`config.mk`:
```
export PLATFORM = sky130hd
export DESIGN_NAME = reg_file_sb_flat
export DESIGN_NICKNAME = d
export VERILOG_FILES = /design/src/rtl/reg_file_sb_if.sv /design/src/rtl/reg_file_sb.sv /design/src/flat_wrapper.sv
export SDC_FILE = /design/constraint.sdc
export NUM_CORES = 2
export LEC_CHECK = 0
export ABC_CLOCK_PERIOD_IN_PS = 60700
export CAP_MARGIN = 20
export CORE_UTILIZATION = 25
export CTS_CLUSTER_SIZE = 24
export DETAILED_ROUTE_END_ITERATION = 6
export HOLD_SLACK_MARGIN = 0.06
export PLACE_DENSITY = 0.45
export SYNTH_ARGS = -nofsm -noshare
export SYNTH_HDL_FRONTEND = slang
export SYNTH_SLANG_ARGS = --single-unit
export TNS_END_PERCENT = 50
```
`constraint.sdc`:
```
create_clock -name clk -period 60.7 [get_ports clk]
set_input_delay 15.175 -clock clk [delete_from_list [all_inputs] [get_ports clk]]
set_output_delay 15.175 -clock clk [all_outputs]
set_load 0.02 [all_outputs]
```
`src/rtl/reg_file_sb_if.sv`:
```
// reg_file_sb_if: issue, read, write-back and PC bus of the scoreboarded register file
interface reg_file_sb_if #(
    parameter int DATA_W   = 32,
    parameter int NUM_REGS = 16,
    parameter int ADDR_W   = 4,
    parameter int NUM_RD   = 4
);
    logic [NUM_RD-1:0]        rd_en;
    logic [NUM_RD*ADDR_W-1:0] rd_addr;
    logic [NUM_RD*DATA_W-1:0] rd_data;
    logic                     set_dest;
    logic [ADDR_W-1:0]        set_dest_addr;
    logic                     set_base;
    logic [ADDR_W-1:0]        set_base_addr;
    logic                     wb_en;
    logic [ADDR_W-1:0]        wb_addr;
    logic [DATA_W-1:0]        wb_data;
    logic                     upd_en;
    logic [ADDR_W-1:0]        upd_addr;
    logic [DATA_W-1:0]        upd_data;
    logic                     pc_we;
    logic [DATA_W-1:0]        pc_next;
    logic [DATA_W-1:0]        pc_out;
    logic [NUM_REGS-1:0]      pending;
    logic                     stall;

    modport master (
        output rd_en, rd_addr, set_dest, set_dest_addr, set_base, set_base_addr,
               wb_en, wb_addr, wb_data, upd_en, upd_addr, upd_data, pc_we, pc_next,
        input  rd_data, pc_out, pending, stall
    );
    modport slave (
        input  rd_en, rd_addr, set_dest, set_dest_addr, set_base, set_base_addr,
               wb_en, wb_addr, wb_data, upd_en, upd_addr, upd_data, pc_we, pc_next,
        output rd_data, pc_out, pending, stall
    );
endinterface

```
`src/rtl/reg_file_sb.sv`:
```
// reg_file_sb: register file with scoreboard, dual write-back forwarding, hazard stall and PC alias
module reg_file_sb #(
    parameter int                DATA_W   = 32,
    parameter int                NUM_REGS = 16,
    parameter int                ADDR_W   = 4,
    parameter int                NUM_RD   = 4,
    parameter int                PC_IDX   = 15,
    parameter logic [DATA_W-1:0] RESET_PC = '0
) (
    input logic          clk,
    input logic          reset,
    reg_file_sb_if.slave bus
);
    localparam logic [ADDR_W-1:0] PC_A = ADDR_W'(PC_IDX);

    logic [DATA_W-1:0]   regs_q [NUM_REGS];
    logic [DATA_W-1:0]   regs_d [NUM_REGS];
    logic [DATA_W-1:0]   pc_q, pc_d;
    logic [NUM_REGS-1:0] pending_q, pending_d, resolved, blocked;
    logic                wb_ok, upd_ok, dest_ok, base_ok, stall;
    logic [ADDR_W-1:0]   ra;

    function automatic logic in_range(input logic [ADDR_W-1:0] a);
        return int'(a) < NUM_REGS;
    endfunction

    always_comb begin
        wb_ok    = bus.wb_en && in_range(bus.wb_addr);
        upd_ok   = bus.upd_en && in_range(bus.upd_addr);
        dest_ok  = bus.set_dest && in_range(bus.set_dest_addr);
        base_ok  = bus.set_base && in_range(bus.set_base_addr);
        resolved = '0;
        if (wb_ok) resolved[bus.wb_addr] = 1'b1;
        if (upd_ok) resolved[bus.upd_addr] = 1'b1;
        blocked = pending_q & ~resolved;
        stall = (dest_ok && blocked[bus.set_dest_addr]) || (base_ok && blocked[bus.set_base_addr]) ||
                (dest_ok && base_ok && bus.set_dest_addr == bus.set_base_addr);
        bus.rd_data = '0;
        ra = '0;
        for (int i = 0; i < NUM_RD; i++) begin
            ra = bus.rd_addr[i*ADDR_W +: ADDR_W];
            if (bus.rd_en[i] && ra != PC_A && in_range(ra) && blocked[ra]) stall = 1'b1;
            bus.rd_data[i*DATA_W +: DATA_W] = !bus.rd_en[i] || !in_range(ra) ? '0 :
                                              ra == PC_A                   ? pc_q :
                                              wb_ok && bus.wb_addr == ra   ? bus.wb_data :
                                              upd_ok && bus.upd_addr == ra ? bus.upd_data : regs_q[ra];
        end
    end

    // wb is applied after upd so it wins a same-address collision; sets follow clears so a new producer wins
    always_comb begin
        regs_d    = regs_q;
        pc_d      = bus.pc_we ? bus.pc_next : pc_q;
        pending_d = pending_q & ~resolved;
        if (!stall && dest_ok) pending_d[bus.set_dest_addr] = 1'b1;
        if (!stall && base_ok) pending_d[bus.set_base_addr] = 1'b1;
        if (upd_ok && bus.upd_addr == PC_A) pc_d = bus.upd_data;
        else if (upd_ok) regs_d[bus.upd_addr] = bus.upd_data;
        if (wb_ok && bus.wb_addr == PC_A) pc_d = bus.wb_data;
        else if (wb_ok) regs_d[bus.wb_addr] = bus.wb_data;
    end

    always_ff @(posedge clk or posedge reset) begin
        if (reset) begin
            regs_q    <= '{default: '0};
            pc_q      <= RESET_PC;
            pending_q <= '0;
        end else begin
            regs_q    <= regs_d;
            pc_q      <= pc_d;
            pending_q <= pending_d;
        end
    end

    assign bus.stall   = stall;
    assign bus.pc_out  = pc_q;
    assign bus.pending = pending_q;
endmodule

```
`src/flat_wrapper.sv`:
```
// flat-port wrapper written by rule: the top's interface ports become plain ports
module reg_file_sb_flat 
#(
    parameter int                DATA_W   = 32,
    parameter int                NUM_REGS = 16,
    parameter int                ADDR_W   = 4,
    parameter int                NUM_RD   = 4,
    parameter int                PC_IDX   = 15,
    parameter logic [DATA_W-1:0] RESET_PC = '0
)
  (clk, reset, bus_rd_en, bus_rd_addr, bus_set_dest, bus_set_dest_addr, bus_set_base, bus_set_base_addr, bus_wb_en, bus_wb_addr, bus_wb_data, bus_upd_en, bus_upd_addr, bus_upd_data, bus_pc_we, bus_pc_next, bus_rd_data, bus_pc_out, bus_pending, bus_stall);
  reg_file_sb_if #(.DATA_W(DATA_W), .NUM_REGS(NUM_REGS), .ADDR_W(ADDR_W), .NUM_RD(NUM_RD)) bus_i ();
  input logic clk;
  input logic reset;
  input wire logic [$bits(bus_i.rd_en)-1:0] bus_rd_en;
  input wire logic [$bits(bus_i.rd_addr)-1:0] bus_rd_addr;
  input wire logic [$bits(bus_i.set_dest)-1:0] bus_set_dest;
  input wire logic [$bits(bus_i.set_dest_addr)-1:0] bus_set_dest_addr;
  input wire logic [$bits(bus_i.set_base)-1:0] bus_set_base;
  input wire logic [$bits(bus_i.set_base_addr)-1:0] bus_set_base_addr;
  input wire logic [$bits(bus_i.wb_en)-1:0] bus_wb_en;
  input wire logic [$bits(bus_i.wb_addr)-1:0] bus_wb_addr;
  input wire logic [$bits(bus_i.wb_data)-1:0] bus_wb_data;
  input wire logic [$bits(bus_i.upd_en)-1:0] bus_upd_en;
  input wire logic [$bits(bus_i.upd_addr)-1:0] bus_upd_addr;
  input wire logic [$bits(bus_i.upd_data)-1:0] bus_upd_data;
  input wire logic [$bits(bus_i.pc_we)-1:0] bus_pc_we;
  input wire logic [$bits(bus_i.pc_next)-1:0] bus_pc_next;
  output wire logic [$bits(bus_i.rd_data)-1:0] bus_rd_data;
  output wire logic [$bits(bus_i.pc_out)-1:0] bus_pc_out;
  output wire logic [$bits(bus_i.pending)-1:0] bus_pending;
  output wire logic [$bits(bus_i.stall)-1:0] bus_stall;
  assign bus_i.rd_en = bus_rd_en;
  assign bus_i.rd_addr = bus_rd_addr;
  assign bus_i.set_dest = bus_set_dest;
  assign bus_i.set_dest_addr = bus_set_dest_addr;
  assign bus_i.set_base = bus_set_base;
  assign bus_i.set_base_addr = bus_set_base_addr;
  assign bus_i.wb_en = bus_wb_en;
  assign bus_i.wb_addr = bus_wb_addr;
  assign bus_i.wb_data = bus_wb_data;
  assign bus_i.upd_en = bus_upd_en;
  assign bus_i.upd_addr = bus_upd_addr;
  assign bus_i.upd_data = bus_upd_data;
  assign bus_i.pc_we = bus_pc_we;
  assign bus_i.pc_next = bus_pc_next;
  assign bus_rd_data = bus_i.rd_data;
  assign bus_pc_out = bus_i.pc_out;
  assign bus_pending = bus_i.pending;
  assign bus_stall = bus_i.stall;
  reg_file_sb #(.DATA_W(DATA_W), .NUM_REGS(NUM_REGS), .ADDR_W(ADDR_W), .NUM_RD(NUM_RD), .PC_IDX(PC_IDX), .RESET_PC(RESET_PC)) u_core (.clk(clk), .reset(reset), .bus(bus_i));
endmodule
```
# After elaboration in Yosys (flattened, before gate mapping)
# Index checks and enable logic that the tools add are counted.
# word_totals
register_bits	560
inputBits	139
out_inout_bits	177
# op_classes
order_cmp	20
eq_ne	19
n_mux	69
bitwise_logic	11
reduce_logical	34
# op_table
cell	n
$mux 512	4
$bwmux 512	2
$mux 32	29
$bmux 32 s4	4
$demux 32 s4	2
$mux 16	4
$or 16x16->16	3
$lt 4x5->1 const B	8
$eq 4x4->1	9
$ge 5x5->1 const B	6
$logic_and 1x1->1	30
$not 4->5	6
$bmux 1 s4	6
$eq 4x4->1 const B	6
$and 16x16->16	1
$demux 1 s4	4
$ge 4x1->1 const B	4
$ne 4x4->1 const B	4
$not 16->16	1
$mux 1	14
$lt 5x1->1 const B	2
$reduce_bool 3->1	1
$logic_or 1x1->1	2
$logic_not 1->1	1

# Logic depth before layout (Yosys ltp)
# logic_depth
word_depth	23
mapped_depth	13

# Least setup slack after synthesis
# OpenSTA, ideal clock, no wires.
# synth_timing
path_kind	input -> output
start	in bus_rd_addr[8]
end	out bus_rd_data[79]
t_arrival_ns	17.657
t_required_ns	45.525
setup_slack_ns	27.868
path_stages	10
n_path_buf	4
cell_sequence	clkbuf_1 > buf_2 > buf_1 > xor2_1 > nor4_1 > buf_2 > mux2i_1 > a211oi_1 > a21oi_1 > nor2b_1
# synth_between
elab_chain_len	8
elab_cells_between_ends	13
cone_classes	eq/ne (3); mux (7); bitwise (1); reduce/logical (2)
# synth_rtl
item	line_no	source
start: declaration	flat_wrapper.sv:16	input wire logic [$bits(bus_i.rd_addr)-1:0] bus_rd_addr;
$not 4->5 (implied by the code)	reg_file_sb.sv:46	upd_ok && bus.upd_addr == ra ? bus.upd_data : regs_q[ra];
$bmux 32 s4	reg_file_sb.sv:46	
$mux 32 (implied by the code) (2 in a row)	reg_file_sb.sv:46	
$mux 32	reg_file_sb.sv:46	
$mux 32	reg_file_sb.sv:45	wb_ok && bus.wb_addr == ra ? bus.wb_data :
$mux 32 (*)	reg_file_sb.sv:44	ra == PC_A ? pc_q :
$mux 32 (*)	reg_file_sb.sv:43	bus.rd_data[i*DATA_W +: DATA_W] = !bus.rd_en[i] || !in_range(ra) ? '0 :
end: declaration	flat_wrapper.sv:29	output wire logic [$bits(bus_i.rd_data)-1:0] bus_rd_data;
# Every way passes the cells marked *; elsewhere a longest branch is shown, timed or not. The select of a mux whose other input is x is not followed.

# Worst setup path in the final report
# layout_timing
start	in bus_upd_addr[1]
end	out bus_stall
# layout_between
elab_chain_len	17
elab_cells_between_ends	33
cone_classes	order compare (2); mux (19); bitwise (3); reduce/logical (9)
# layout_rtl
item	line_no	source
start: declaration	flat_wrapper.sv:25	input wire logic [$bits(bus_i.upd_addr)-1:0] bus_upd_addr;
$lt 4x5->1 (implied by the code) / $ge 4x1->1 (equally long branches)	reg_file_sb.sv:34	if (upd_ok) resolved[bus.upd_addr] = 1'b1;
$logic_and 1x1->1 (implied by the code)	reg_file_sb.sv:34	
$mux 1 (implied by the code)	reg_file_sb.sv:34	
$demux 1 s4 (*)	n/a	
$or 16x16->16 (no line) (*)	n/a	
$mux 16 (*)	reg_file_sb.sv:34	
$not 16->16 (*)	reg_file_sb.sv:35	blocked = pending_q & ~resolved;
$and 16x16->16 (*)	reg_file_sb.sv:35	
$bmux 1 s4	reg_file_sb.sv:36	stall = (dest_ok && blocked[bus.set_dest_addr]) || (base_ok && blocked[bus.set_base_addr]) ||
$mux 1 (implied by the code)	reg_file_sb.sv:36	
$logic_and 1x1->1	reg_file_sb.sv:36	
$logic_or 1x1->1 (2 in a row)	reg_file_sb.sv:36	
$mux 1 (3 in a row)	reg_file_sb.sv:42	if (bus.rd_en[i] && ra != PC_A && in_range(ra) && blocked[ra]) stall = 1'b1;
$mux 1 (*)	reg_file_sb.sv:42	
end: declaration	flat_wrapper.sv:32	output wire logic [$bits(bus_i.stall)-1:0] bus_stall;
# Marks and branches as above.

==> results.json <==
{
  "max_slew_margin": 0.209,
  "p_per_area_nw_per_um2": 30.5,
  "path_common_cell": "clkdlybuf4s50_1",
  "cp_slowest_cell": "clkdlybuf4s50_1",
  "layout_common_cells": "mux4_2, mux2i_1, dfrtp_1",
  "post_dp_cell_area_um2": 52200,
  "gp_congestion": 0.859,
  "hold_path_class": "register to register",
  "status": "complete, no violations",
  "cts.path.max_buffers": 3,
  "worst_hold_slack_ns": 0.429,
  "vdd_drop_max_v": 0.0000201,
  "drtIter0Drc": 4206,
  "worstPathMaxFanout": 33,
  "synthCells": 4341,
  "grt_overflow": 0,
  "endpoint_kind": "output port",
  "wl_per_cell_um": 31.4,
  "ys_seq_area_frac": 0.298,
  "layout.cells.most_common": "mux4_2",
  "cts_setup_buffers": 0,
  "dr_wl_met3_um": 11600,
  "synth_edf_count": 0,
  "cts_buffers": 73,
  "critical_path.cell_chain": "clkdlybuf4s50_1 > nand2b_1 > or3_4 > buf_4 > nand3b_1 > mux4_2 > a221oi_1 > nor4_1 > and4b_1 > nand2_1 > clkdlybuf4s50_1",
  "grt_pass1_vias": 39000,
  "grt_max_degree": 131,
  "cp.arrival_ns": 20.34,
  "cp-start-kind": "input pin",
  "rows": 158,
  "synth.distinct_cells": 69,
  "cts_num_sinks": 560,
  "rsz0062_at_grt": "false",
  "final.setup.tns_ns": 0,
  "core_um2": 186000,
  "fin_skew_ns": 0.00280,
  "die_h_um": 436,
  "postCtsResizedCells": 0,
  "drt_pass1_iterations": 6,
  "drt_wl_total_um": 212000,
  "yosys.area.top_type_share": 0.311,
  "htreeDepth": 3,
  "cts_tree": "done",
  "synthArstFlopShare": 1.00,
  "area_growth_pct": 16.2,
  "diodes": 0,
  "hold_buffers": 0,
  "hold_viol_final": 0,
  "yosys-top-cells-area": "mux4_2, dfrtp_1, mux2i_1, o21ai_0, a21oi_1",
  "worst_slew_pin_slew_ns": 1.19,
  "fin_crit_ns": 35.51,
  "drcViolationCount": 0,
  "ys_warn_count": 0,
  "drtAntennaViolNets": 0,
  "yosys.area.top_type": "mux4_2",
  "grt_usage": 0.219,
  "cap_viol_max_count": 0,
  "ys_ff_latch": 560,
  "cts.reportedPaths.clkPinSlew_ns": 0.05,
  "final_max_slew_viol_count": 0,
  "setup-violations-final": 0,
  "start_util": 0.253,
  "ios": 316,
  "cp.required_ns": 45.53,
  "place.port_buffers": 315,
  "clk_latency_ns": 0.67,
  "max_stage_delay_ns": 0.96,
  "hpwl_um": 127000,
  "timing_worst_setup_path_type": "input pin to output port",
  "die_w_um": 436,
  "wl_met2_um": 106000,
  "fillerInstances": 19100,
  "avgSynthCellArea_um2": 10.8,
  "dieArea_um2": 190000,
  "antenna_found_initial": 5,
  "finalNetCount": 4374,
  "p_leak_nw": 20.7,
  "fmax_mhz": 28.2,
  "synth_ff_type": "dfrtp_1",
  "drive_gt1_frac": 0.219,
  "syn_area_um2": 47100,
  "num_vias": 38700,
  "via_per_inst": 5.71,
  "syn-num-nets": 4480,
  "grt_first_pass_wirelength_um": 303000,
  "wl_met1_um": 83300,
  "clockRootBuffer": "clkbuf_16",
  "design_area_um2": 54700,
  "top_layer": "met5",
  "fin_crit_sh": 0.585
}
[Yosys cell counts (11+ instances only)]
cell type,n
a21oi_1,358
xor2_1,27
nand3_1,21
dfrtp_1,560
nand2_1,293
buf_1,104
inv_1,14
nand4_1,11
a211oi_1,100
mux2i_1,644
nor3_1,64
a22o_1,33
nor2b_1,103
mux4_2,650
buf_2,27
nor2_1,337
clkbuf_1,456
o21ai_0,391
[per-stage QoR]
step / std cells / util / power (mW) / setup WS (ns)
2_1_floorplan: 4341 / - / 0.974 / 27.87
3_3_place_gp: 6638 / 0.280 / 1.19 / 25.37
3_5_place_dp: 6639 / 0.280 / 1.20 / 25.32
4_1_cts: 6771 / 0.294 / 1.68 / 25.30
5_1_grt: 6772 / 0.294 / 1.74 / 25.08
6_report: 6772 / 0.294 / 1.67 / 25.19
[area by class of cell]
| cell class | count | area (µm²) | share of cell area |
|---|---|---|---|
| tap | 2480 | 3100 | 0.0567 |
| timing repair buffer | 412 | 3980 | 0.0727 |
| sequential | 560 | 14000 | 0.256 |
| multi-input combinational | 3173 | 31000 | 0.567 |
| inverter | 15 | 65.1 | 0.00119 |
| clock buffer | 104 | 2130 | 0.0388 |
| clock inverter | 28 | 397 | 0.00725 |
[metal layers]
metal / global-route usage / vias up
met5: 0 / -
met4: 0.112 / 2
met3: 0.0269 / 453
met2: 0.378 / 1710
met1: 0.268 / 20200
li1: - / 16400
[state kept, by name, summed over array words and instances (netlist names)]
register,cells
u_core.bus.pc_out,32
u_core.regs_q,512
u_core.bus.pending,16
[path summary, 6_finish.rpt]
check	startpoint	depth (start not counted)	end	slack, ns
max	bus_upd_addr[1]	11	bus_stall	25.19
min in group asynchronous	reset	2	u_core.bus.pc_out[22]	15.02
min	u_core.regs_q[20]	0	u_core.regs_q[20]	0.43
max in group asynchronous	reset	6	u_core.regs_q[41]	42.14
max reg2reg	u_core.bus.pending[9]	7	u_core.bus.pending[4]	57.53
min reg2reg	u_core.regs_q[20]	0	u_core.regs_q[20]	0.43
[cell families (layout without fill, tap and decap cells)]
logic type / Yosys count / after routing / share of synthesized area
XOR/XNOR: 36 / 36 / 0.00669
AND/OR/NAND/NOR: 901 / 901 / 0.0861
flip-flops: 560 / 560 / 0.298
multiplexers: 1295 / 1295 / 0.448
AO/OA/AOI/OAI: 941 / 941 / 0.112
buffers and inverters: 608 / 559 / 0.0498
[power by group]
part           internal (mW)  switching [mW]  total, mW
sequential             0.461           0.116      0.577
combinational          0.335           0.289      0.625
clock                  0.279           0.190      0.469
[critical path, delay by kind of cell]
kind                   cells  cell delay (ns)
buffers and inverters      3             2.46
AND/OR/NAND/NOR            6             1.82
multiplexers               1             0.57
AO/OA/AOI/OAI              1             0.28
No activity file was read; power rests on OpenSTA's default activity.
